**src/rtl/serial_adder_ctrl.sv**
```systemverilog
// serial_adder_ctrl: adds two WIDTH-bit operands two bits per clock through one shared 2-bit add slice
module serial_adder_ctrl #(
  parameter int WIDTH = 8
) (
  input  logic             clk,
  input  logic             rst,
  input  logic             start,
  input  logic [WIDTH-1:0] a,
  input  logic [WIDTH-1:0] b,
  input  logic             cin,
  output logic             busy,
  output logic             done,
  output logic [WIDTH-1:0] sum,
  output logic             cout
);
  localparam int STEPS = WIDTH / 2;
  localparam int KW = $clog2(STEPS) + 1;
  localparam int IW = $clog2(WIDTH);
  typedef enum logic [1:0] {IDLE, RUN, DONE} state_t;
  state_t r_state, w_next;
  logic [WIDTH-1:0] r_a, r_b, r_acc, r_sum, w_acc;
  logic [KW-1:0] r_k;
  logic [IW-1:0] w_idx;
  logic [2:0] w_slice;
  logic r_carry, r_cout, w_last;
  assign w_idx = IW'({r_k, 1'b0});
  assign w_slice = {1'b0, r_a[w_idx +: 2]} + {1'b0, r_b[w_idx +: 2]} + {2'b0, r_carry};
  assign w_last = r_k == KW'(STEPS - 1);
  // accumulator with the current pair merged in, so the last step can publish it directly
  always_comb begin
    w_acc = r_acc;
    w_acc[w_idx +: 2] = w_slice[1:0];
  end
  always_comb begin
    w_next = r_state;
    w_next = r_state == IDLE ? (start ? RUN : IDLE) :
             r_state == RUN  ? (w_last ? DONE : RUN) : IDLE;
  end
  always_ff @(posedge clk) begin
    if (rst) begin
      r_state <= IDLE;
      r_a <= '0;
      r_b <= '0;
      r_acc <= '0;
      r_sum <= '0;
      r_k <= '0;
      r_carry <= 1'b0;
      r_cout <= 1'b0;
    end else begin
      r_state <= w_next;
      if (r_state == IDLE && start) begin
        r_a <= a;
        r_b <= b;
        r_carry <= cin;
        r_k <= '0;
      end else if (r_state == RUN) begin
        r_acc <= w_acc;
        r_carry <= w_slice[2];
        r_k <= r_k + KW'(1);
        if (w_last) begin
          r_sum <= w_acc;
          r_cout <= w_slice[2];
        end
      end
    end
  end
  assign busy = r_state != IDLE;
  assign done = r_state == DONE;
  assign sum = r_sum;
  assign cout = r_cout;
endmodule
```
**config.mk**
```make
export PLATFORM = sky130hd
export DESIGN_NAME = serial_adder_ctrl
export DESIGN_NICKNAME = d
export VERILOG_FILES = /design/src/rtl/serial_adder_ctrl.sv
export SDC_FILE = /design/constraint.sdc
export NUM_CORES = 1
export LEC_CHECK = 0
export CORE_UTILIZATION = 58
export CTS_BUF_LIST = sky130_fd_sc_hd__clkbuf_4 sky130_fd_sc_hd__clkbuf_8
export DETAILED_ROUTE_END_ITERATION = 16
export PLACE_DENSITY_LB_ADDON = 0.15
export SLEW_MARGIN = 20
export SYNTH_ARGS = -nofsm -noshare
export SYNTH_HDL_FRONTEND = slang
export SYNTH_SLANG_ARGS = --single-unit
```
**constraint.sdc**
```tcl
create_clock -name clk -period 6.81 [get_ports clk]
set_clock_uncertainty 0.2 [all_clocks]
set_input_delay 2.043 -clock clk [delete_from_list [all_inputs] [get_ports clk]]
set_output_delay 2.043 -clock clk [all_outputs]
set_load 0.03 [all_outputs]
```
---- After elaboration in Yosys (flattened, before gate mapping) ----
Cells that the tools add are included.
storage, ports and cells
  register bits ........................... 39
cells by class
  equal/unequal tests ..................... 3
  add/sub/neg operators ................... 4
  muxes and demuxes ....................... 7
  reduce and logical (&&, ||, !) cells .... 7
  shift-type cells ........................ 4
  bitwise operators ....................... 1
operator list
  operator                 count
  $shiftx A8 B4 Y2         2
  $bwmux W8                1
  $shift A2 B5 Y8 const A  1
  $shiftx A2 B5 Y8         1
  $mux W2                  3
  $neg A3 Y5               1
  $reduce_bool A2 Y1       2
  $add A2 B2 Y3            1
  $add A3 B1 Y3            1
  $add A3 B1 Y3 const B    1
  $eq A3 B2 Y1 const B     1
  $mux W1                  3
  $reduce_and A3 Y1        1
  $eq A2 B1 Y1 const B     1
  $eq A2 B2 Y1 const B     1
  $logic_not A2 Y1         1
  $reduce_and A2 Y1        1
  $reduce_or A2 Y1         1
  $logic_and A1 B1 Y1      1
  $not A1 Y1               1

---- Depth between registers and ports, before layout ----
Gate-level depths: netlist (run 1).
  word-level depth ........................ 5
  mapped depth ............................ 7
  depth with buffers taken out ............ 6

---- Worst setup path after synthesis (run 1) ----
Ideal clock, no wire load.
  kind .................................... register to output
  from .................................... register r_state[1]
  to ...................................... output port done
  setup slack ............................. 3.651 ns
  data arrival time ....................... 0.916 ns
  cell stages (with the launch flop) ...... 3
  data required time ...................... 4.567 ns
  cells stage by stage .................... dfxtp_1 > buf_6 > nor2b_1
on the way
  cells in the longest elaborated chain, start to end .. 1
RTL lines
  what                    RTL line  RTL
  from (decl)             20        state_t r_state, w_next;
  from (signal assigned)  50        r_state <= w_next;
  $eq A2 B2 Y1            68        assign done = r_state == DONE;
  to (decl)               12        output logic done,
Every way passes these cells.

---- Worst setup path after layout (run 1) ----
Same ends and word-level chain as after synthesis.

==> results.py, run 1 <==
metrics = {
    "drt": {
        "avgViaCountPerCell": 5.94,
        "wl_microns": 3630,
        "wl_per_cell_microns": 14.6,
        "dr.first_iter.drc_count": 61,
        "route.detailed.drc": 1,
        "drt-pass1-iter-count": 10,
        "final_antenna_net_count": 0,
        "vias": 1472,
    },
    "setup_path": {
        "max_stage_delay_ns": 0.67,
        "cp_slowest_cell": "clkdlybuf4s50_1",
        "critical_path_buf_inv_count": 1,
        "reg2reg_from": "r_k[0]",
        "startpoint": "r_state[1]",
        "crit_path_start_kind": "register",
        "crit_family": "buffers and inverters",
        "cp_max_fo": 11,
        "cp_cell_sequence": "nor2b_1 -> clkdlybuf4s50_1",
        "crit_type": "reg -> out",
        "end_kind": "primary output",
        "cp.arrival_ns": 1.79,
        "required_ns": 4.57,
    },
    "clock_network": {
        "clock_sinks": 39,
        "post_cts_resized": 0,
        "clock_latency_ns": 0.35,
        "clkTransAtPathRegs_ns": 0.12,
        "h-tree-depth": 2,
        "ctsHoldBuffers": 0,
        "cts_buffer_depth": 2,
        "clock-root-buffer": "clkbuf_4",
        "cts_tree": "built",
        "cts_buffers": 5,
        "cts_setup_buffers": 0,
    },
    "sta": {
        "finalSetupViolCount": 0,
        "setup_tns_ns": 0,
        "slew_violations": 0,
        "whs_ns": 0.264,
        "fin_crit_sh_pct": 59.3,
        "slew_headroom_pct": 52.5,
        "worstMarginPinSlew_ns": 0.712,
        "grt_setup_unrepaired": "no",
        "max_freq_mhz": 248,
        "final_hold_viol_count": 0,
        "min_period_ns": 4.04,
    },
    "final_layout": {
        "finalNetCount": 246,
        "n_fill_cell": 223,
        "antenna-diode-count": 0,
        "multi_input_area_sq_um": 906,
        "area_growth_pct": 17.7,
        "mostFrequentLayoutCell": "dfxtp_1",
        "register_area_sq_um": 781,
        "layout-drive-gt1-share_pct": 8.29,
        "final_cell_mix": "39 x dfxtp_1, 34 x nand2_1, 30 x clkdlybuf4s50_1",
        "final_cell_area_sq_mm": 0.00212,
    },
    "synthesis": {
        "async_flop_share_pct": 0,
        "avgSynthCellArea_sq_um": 9.41,
        "yosysSeqAreaShare_pct": 43.4,
        "synth_flop_cell": "dfxtp_1",
        "synth_edf_count": 0,
        "postSynthCellCount": 191,
        "syn-cell-area_sq_mm": 0.00180,
        "synth_warnings": 0,
        "synth_nets": 220,
        "ys_ff_latch": 39,
        "synth_cell_types": 30,
    },
    "grt": {
        "grtUsageTotal_pct": 25.0,
        "antenna_found_initial": 0,
        "grt_max_degree": 40,
        "grt_pass1_vias": 1504,
        "grt.overflow.total": 0,
        "grt_pass1_wl_microns": 6270,
    },
    "power": {
        "p_int_uw": 313,
        "power_frac_seq_pct": 57.7,
        "worst_ir_drop_vdd_uv": 141,
        "p_per_area_mw_per_mm2": 200,
        "power_uw": 424,
        "p_sw_share_pct": 26.0,
        "p_switching_uw": 110,
        "clockPowerShare_pct": 28.7,
        "p_leak_nw": 0.789,
        "p_comb_share_pct": 13.6,
    },
    "run_status": {
        "violations": "design-rule violations",
        "status": "finished with violations",
    },
    "floorplan": {
        "core-area_sq_mm": 0.00285,
        "rows": 19,
        "fp.dieH_microns": 57.7,
        "die_w_microns": 57.7,
        "start_util_pct": 63.0,
        "pin_count": 31,
        "die_area_sq_mm": 0.00333,
    },
    "placement": {
        "portBuffers": 30,
        "gp_congestion": 0.855,
        "post_dp_cell_area_sq_mm": 0.00206,
        "dp_hpwl_microns": 2480,
    },
    "run": {
        "cap_violations": 0,
    },
    "hold_path": {
        "hold_class": "reg -> reg",
        "hp-start": "r_a[4]",
    },
}
logic make-up after synthesis:
family                     after synthesis  share of synthesized area, %
AOI/OAI and AO/OA                       36                          14.2
xor gates and xnor gates                 1                         0.487
adders and majority gates                9                          7.10
buffers and inverters                   19                          6.19
DFF                                     39                          43.4
muxes                                    6                          6.12
and+or+nand+nor                         81                          22.5
state kept, by name, indices dropped and copies added (netlist names):
signal,flops
cout,1
r_a,8
r_acc,8
r_b,8
r_carry,1
r_k,3
r_state,2
sum,8
cell usage after synthesis (2+ instances only):
master	n	area share, %
mux4_2	4	5.0
nand2_1	34	7.1
dfxtp_1	39	43
buf_6	4	2.5
nor2_1	19	4.0
and3b_1	3	1.5
fa_1	2	2.2
a32oi_1	8	3.9
nor2b_1	3	1.0
clkbuf_1	4	0.83
mux2i_1	2	1.1
ha_1	7	4.9
buf_4	2	0.83
a221oi_1	8	3.9
buf_2	2	0.56
nand3b_1	5	2.1
inv_1	7	1.5
a21oi_1	17	4.7
nor3_1	10	2.8
power by group through the flow:
stage | combinational [mW] | sequential (mW) | clock (mW)
2_1_floorplan | 0.0443 | 0.245 | 0
3_3_place_gp | 0.0548 | 0.249 | 0
3_5_place_dp | 0.0573 | 0.249 | 0
4_1_cts | 0.0578 | 0.244 | 0.124
5_1_grt | 0.0643 | 0.246 | 0.135
6_report | 0.0576 | 0.244 | 0.122
worst paths after layout:
check | to | slack (ns) | cells past startpoint
worst max-delay path | done | 2.77 | 2
worst min-delay path | r_a[4] | 0.26 | 2
worst max register to register | sum[5] | 3.44 | 6
worst min register to register | r_a[4] | 0.26 | 2
metrics by stage:
step	utilization, %	setup WS [ns]	instances
floorplan	-	3.65	191
global placement	72.2	3.07	241
detailed placement	72.2	3.03	241
CTS	74.2	2.76	248
global route	74.2	2.67	248
finish	74.2	2.77	248
routing by layer:
layer	part of all wire [%]	track usage [%]	wire [microns]	vias up
met5	0	0	0	-
met4	3.5	18.7	127	0
met3	4.4	4.91	160	15
met2	52	42.7	1870	52
met1	40	27.4	1470	685
li1	-	-	-	720
tightest hold or removal path, cell delays in order, from the launching register on:
cell and delay (ns):
dfxtp_1 0.32, nand2_1 0.05, a21oi_1 0.06
area by class of cell:
class / instances / area share [%]
clock buffers: 6 / 2.42
clock inverters: 1 / 0.237
inverters: 7 / 1.24
multi-input cells: 133 / 42.8
flip-flops and latches: 39 / 36.9
well taps: 31 / 1.83
repair buffers: 31 / 14.5
No activity file was read; power rests on OpenSTA's default activity.
==> inputs of run 2 (changes only) <==
CORE_UTILIZATION = 49   (was 58)
clock period = 3.6 ns   (was 6.81 ns; I/O delays follow)
==> results.py, run 2 (synthesis gave the netlist of run 1 again) <==
metrics = {
    "setup_path": {
        "critical_path_buf_inv_count": 1,
        "max_stage_delay_ns": 0.67,
        "ff2ff_setup_slack_ns": 0.55,
        "r2r.worst_path.cells": 6,
        "required_ns": 2.32,
        "cp_cell_sequence": "nor2b_1 -> clkdlybuf4s50_1",
        "crit_type": "reg -> out",
        "crit_family": "buffers and inverters",
        "cp.arrival_ns": 1.79,
        "cp_max_fo": 11,
        "reg2reg_from": "r_k[0]",
        "cp_slowest_cell": "clkdlybuf4s50_1",
        "r2r-end": "sum[5]",
        "end_kind": "primary output",
        "crit_path_start_kind": "register",
    },
    "grt": {
        "grt_util_met2_pct": 38.0,
        "grt_use_met1_pct": 22.4,
        "top_usage_layer": "met2",
        "grt_max_degree": 24,
        "met3_usage_pct": 4.01,
        "grt.overflow.total": 0,
        "grtUsageTotal_pct": 20.5,
        "grt_pass1_vias": 1454,
        "grt_pass1_wl_microns": 6360,
        "antenna_found_initial": 0,
    },
    "placement": {
        "post_dp_cell_area_sq_mm": 0.00210,
        "gp_congestion": 0.799,
        "portBuffers": 30,
        "dp_hpwl_microns": 2540,
    },
    "sta": {
        "worstMarginPinSlew_ns": 0.727,
        "setup_tns_ns": 0,
        "slew_headroom_pct": 51.5,
        "final_hold_viol_count": 0,
        "finalSetupViolCount": 0,
        "fin_crit_sh_pct": 85.4,
        "min_period_ns": 3.07,
        "grt_setup_unrepaired": "no",
        "max_freq_mhz": 325,
        "slew_violations": 0,
    },
    "drt": {
        "dr.first_iter.drc_count": 78,
        "final_antenna_net_count": 0,
        "wl_per_cell_microns": 13.4,
        "avgViaCountPerCell": 5.41,
        "drt-pass1-iter-count": 5,
        "wl_microns": 3550,
        "route.detailed.drc": 0,
        "vias": 1434,
    },
    "clock_network": {
        "ctsHoldBuffers": 0,
        "cts_tree": "built",
        "cts_setup_buffers": 0,
        "clock_sinks": 39,
        "clkTransAtPathRegs_ns": 0.11,
        "cts_buffer_depth": 2,
        "clock-root-buffer": "clkbuf_4",
        "cts_buffers": 5,
        "clock_latency_ns": 0.35,
        "post_cts_resized": 0,
        "h-tree-depth": 2,
    },
    "power": {
        "p_per_area_mw_per_mm2": 403,
        "worst_ir_drop_vdd_uv": 248,
        "p_leak_nw": 0.813,
    },
    "final_layout": {
        "n_fill_cell": 297,
        "final_cell_mix": "39 x dfxtp_1, 34 x nand2_1, 30 x clkdlybuf4s50_1",
        "multi_input_area_sq_um": 906,
        "finalNetCount": 247,
        "mostFrequentLayoutCell": "dfxtp_1",
        "register_area_sq_um": 781,
        "antenna-diode-count": 0,
        "area_growth_pct": 21.5,
        "layout-drive-gt1-share_pct": 9.13,
        "final_cell_area_sq_mm": 0.00218,
    },
    "floorplan": {
        "pin_count": 31,
        "die_area_sq_mm": 0.00392,
        "start_util_pct": 52.6,
        "die_w_microns": 62.6,
        "fp.dieH_microns": 62.6,
        "core-area_sq_mm": 0.00342,
        "rows": 21,
    },
    "run_status": {
        "status": "finished clean",
    },
    "hold_path": {
        "hp-start": "r_b[7]",
        "holdPathEnd": "r_b[7]",
        "hold_class": "reg -> reg",
        "min_path_cells": 2,
    },
    "run": {
        "cap_violations": 0,
    },
}
[run 2: power breakdown]
| group | leakage, nW | total [mW] | switching, mW | internal (mW) |
|---|---|---|---|---|
| clock | 0.0482 | 0.307 | 0.142 | 0.164 |
| sequential | 0.317 | 0.459 | 0.0120 | 0.447 |
| combinational | 0.447 | 0.115 | 0.0572 | 0.0575 |
[run 2: worst reg2reg max path: cells and delay by family, from the launching register on]
kind                       cells  cell delay, ns
AOI/OAI and AO/OA              1            0.15
adders and majority gates      2            1.04
DFF                            1            0.45
muxes                          1            0.54
and+or+nand+nor                2            0.59
[run 2: worst max-delay path by stage]
stage                           from  slack, ns  cells past startpoint  endpoint
after detailed placement      r_k[0]       0.55                      6    sum[5]
after global routing          r_k[0]       0.36                      6    sum[3]
final                     r_state[1]       0.53                      2      done
after CTS                 r_state[1]       0.52                      2      done
after global placement        r_k[0]       0.68                      6    sum[3]
after floorplan               r_k[0]       0.66                      7    sum[5]
[run 2: per-stage QoR]
stage                     util, %  hold slack (ns)  instances  worst slack, ns  power [mW]
after global placement       61.4            0.243        257            0.679       0.579
after CTS                    64.0            0.265        265            0.518       0.888
after detailed placement     61.4            0.249        257            0.552       0.585
after floorplan                 -            0.233        191            0.657       0.548
after global routing         64.0            0.287        265            0.355       0.919
final                        64.0            0.262        265            0.526       0.881
[run 2: layer usage]
| metal | wire length [microns] | up-vias |
|---|---|---|
| li1 | - | 725 |
| met1 | 1440 | 659 |
| met2 | 1870 | 42 |
| met3 | 172 | 8 |
| met4 | 61 | 0 |
| met5 | 0 | - |
[run 2: layout make-up]
| type | instances | area share, % |
|---|---|---|
| Multi-Input combinational cell | 133 | 41.5 |
| Sequential cell | 39 | 35.7 |
| Timing Repair Buffer | 32 | 15.0 |
| Tap cell | 46 | 2.63 |
| Clock buffer | 6 | 2.35 |
| Clock inverter | 2 | 1.60 |
| Inverter | 7 | 1.20 |
==> inputs of run 3 (changes only) <==
RECOVER_POWER = 25   (was not set)
==> results.py, run 3 (synthesis gave the netlist of run 1 again) <==
metrics = {
    "floorplan": {
        "die_w_microns": 62.6,
        "start_util_pct": 52.6,
        "pin_count": 31,
        "fp.dieH_microns": 62.6,
        "rows": 21,
        "core-area_sq_mm": 0.00342,
        "die_area_sq_mm": 0.00392,
    },
    "setup_path": {
        "crit_type": "reg -> reg",
        "startpoint": "r_k[0]",
        "required_ns": 3.67,
        "ff2ff_setup_slack_ns": 0.54,
        "crit_path_start_kind": "register",
        "reg2reg_from": "r_k[0]",
        "cp.arrival_ns": 3.13,
        "end_kind": "register",
        "cp_max_fo": 6,
        "r2r-end": "sum[5]",
        "r2r.worst_path.cells": 6,
    },
    "final_layout": {
        "layout.cells.non_filler": 265,
        "area_growth_pct": 20.3,
        "final_cell_mix": "39 x dfxtp_1, 34 x nand2_1, 28 x clkdlybuf4s50_1",
        "n_fill_cell": 302,
        "register_area_sq_um": 781,
        "layout-drive-gt1-share_pct": 8.68,
        "antenna-diode-count": 0,
        "finalNetCount": 247,
        "mostFrequentLayoutCell": "dfxtp_1",
        "multi_input_area_sq_um": 900,
        "final_cell_area_sq_mm": 0.00216,
    },
    "placement": {
        "dp.cells": 257,
        "gp_congestion": 0.799,
        "dp_hpwl_microns": 2540,
        "portBuffers": 30,
        "post_dp_cell_area_sq_mm": 0.00210,
    },
    "clock_network": {
        "clock-root-buffer": "clkbuf_4",
        "post_cts_resized": 0,
        "clock_sinks": 39,
        "cts_setup_buffers": 0,
        "cts_buffers": 5,
        "cts_tree": "built",
        "clkTransAtPathRegs_ns": 0.12,
        "h-tree-depth": 2,
        "clock_latency_ns": 0.35,
        "cts_buffer_depth": 2,
        "ctsHoldBuffers": 0,
    },
    "sta": {
        "setup_tns_ns": 0,
        "worstMarginPinSlew_ns": 1.06,
        "max_freq_mhz": 327,
        "final_hold_viol_count": 0,
        "slew_violations": 0,
        "grt_setup_unrepaired": "no",
        "finalSetupViolCount": 0,
        "whs_ns": 0.263,
        "min_period_ns": 3.06,
        "slew_headroom_pct": 28.8,
        "fin_crit_sh_pct": 84.9,
    },
    "power": {
        "power_uw": 877,
        "p_per_area_mw_per_mm2": 405,
        "worst_ir_drop_vdd_uv": 248,
        "p_leak_nw": 0.804,
    },
    "run": {
        "cap_violations": 0,
    },
    "run_status": {
        "status": "finished clean",
    },
    "drt": {
        "wl_per_cell_microns": 13.4,
        "met3_length_microns": 172,
        "dr.first_iter.drc_count": 96,
        "avgViaCountPerCell": 5.42,
        "wl_met1_microns": 1440,
        "final_antenna_net_count": 0,
        "route.detailed.drc": 0,
        "drt-pass1-iter-count": 4,
        "vias": 1435,
        "wl_microns": 3550,
        "wl_met2_microns": 1880,
        "topRoutingLayerUsed": "met4",
    },
    "hold_path": {
        "hold_class": "reg -> reg",
        "holdPathEnd": "r_b[7]",
        "hp-start": "r_b[7]",
        "min_path_cells": 2,
    },
    "grt": {
        "grt_pass1_wl_microns": 6360,
        "antenna_found_initial": 0,
        "grt_pass1_vias": 1454,
        "grt_max_degree": 24,
        "grt.overflow.total": 0,
        "grtUsageTotal_pct": 20.5,
    },
}
-- run 3: report_power, final --
group / internal (mW) / switching (mW)
clock: 0.164 / 0.142
sequential: 0.447 / 0.0117
combinational: 0.0545 / 0.0568
total: 0.666 / 0.211
-- run 3: critical path: stages (launching register included) --
cell and delay [ns]:
dfxtp_1 0.45, mux4_2 0.54, fa_1 0.44, fa_1 0.60, nor2b_1 0.38, a221oi_1 0.15
nor3_1 0.20
-- run 3: cell type report --
| class | instances | area share [%] |
|---|---|---|
| clock buffer | 6 | 2.37 |
| tap | 46 | 2.66 |
| clock inverter | 2 | 1.62 |
| multi-input combinational | 133 | 41.6 |
| inverter | 7 | 1.22 |
| sequential | 39 | 36.1 |
| timing repair buffer | 32 | 14.4 |
-- run 3: worst max-delay path by stage --
stage          slack [ns]      to
6_report             0.54  sum[5]
5_1_grt              0.35  sum[3]
4_1_cts              0.52    done
3_5_place_dp         0.55  sum[5]
3_3_place_gp         0.68  sum[3]
2_1_floorplan        0.66  sum[5]
-- run 3: per-stage QoR --
| step | worst slack (ns) | util (%) |
|---|---|---|
| final | 0.545 | 63.3 |
| after global routing | 0.349 | 63.3 |
| after CTS | 0.518 | 64.0 |
| after detailed placement | 0.552 | 61.4 |
| after global placement | 0.679 | 61.4 |
| after floorplan | 0.657 | - |
-- run 3: routing by layer --
layer	GRT usage, %	vias up
met5	0	-
met4	8.43	0
met3	4.01	8
met2	38.0	41
met1	22.4	661
li1	-	725
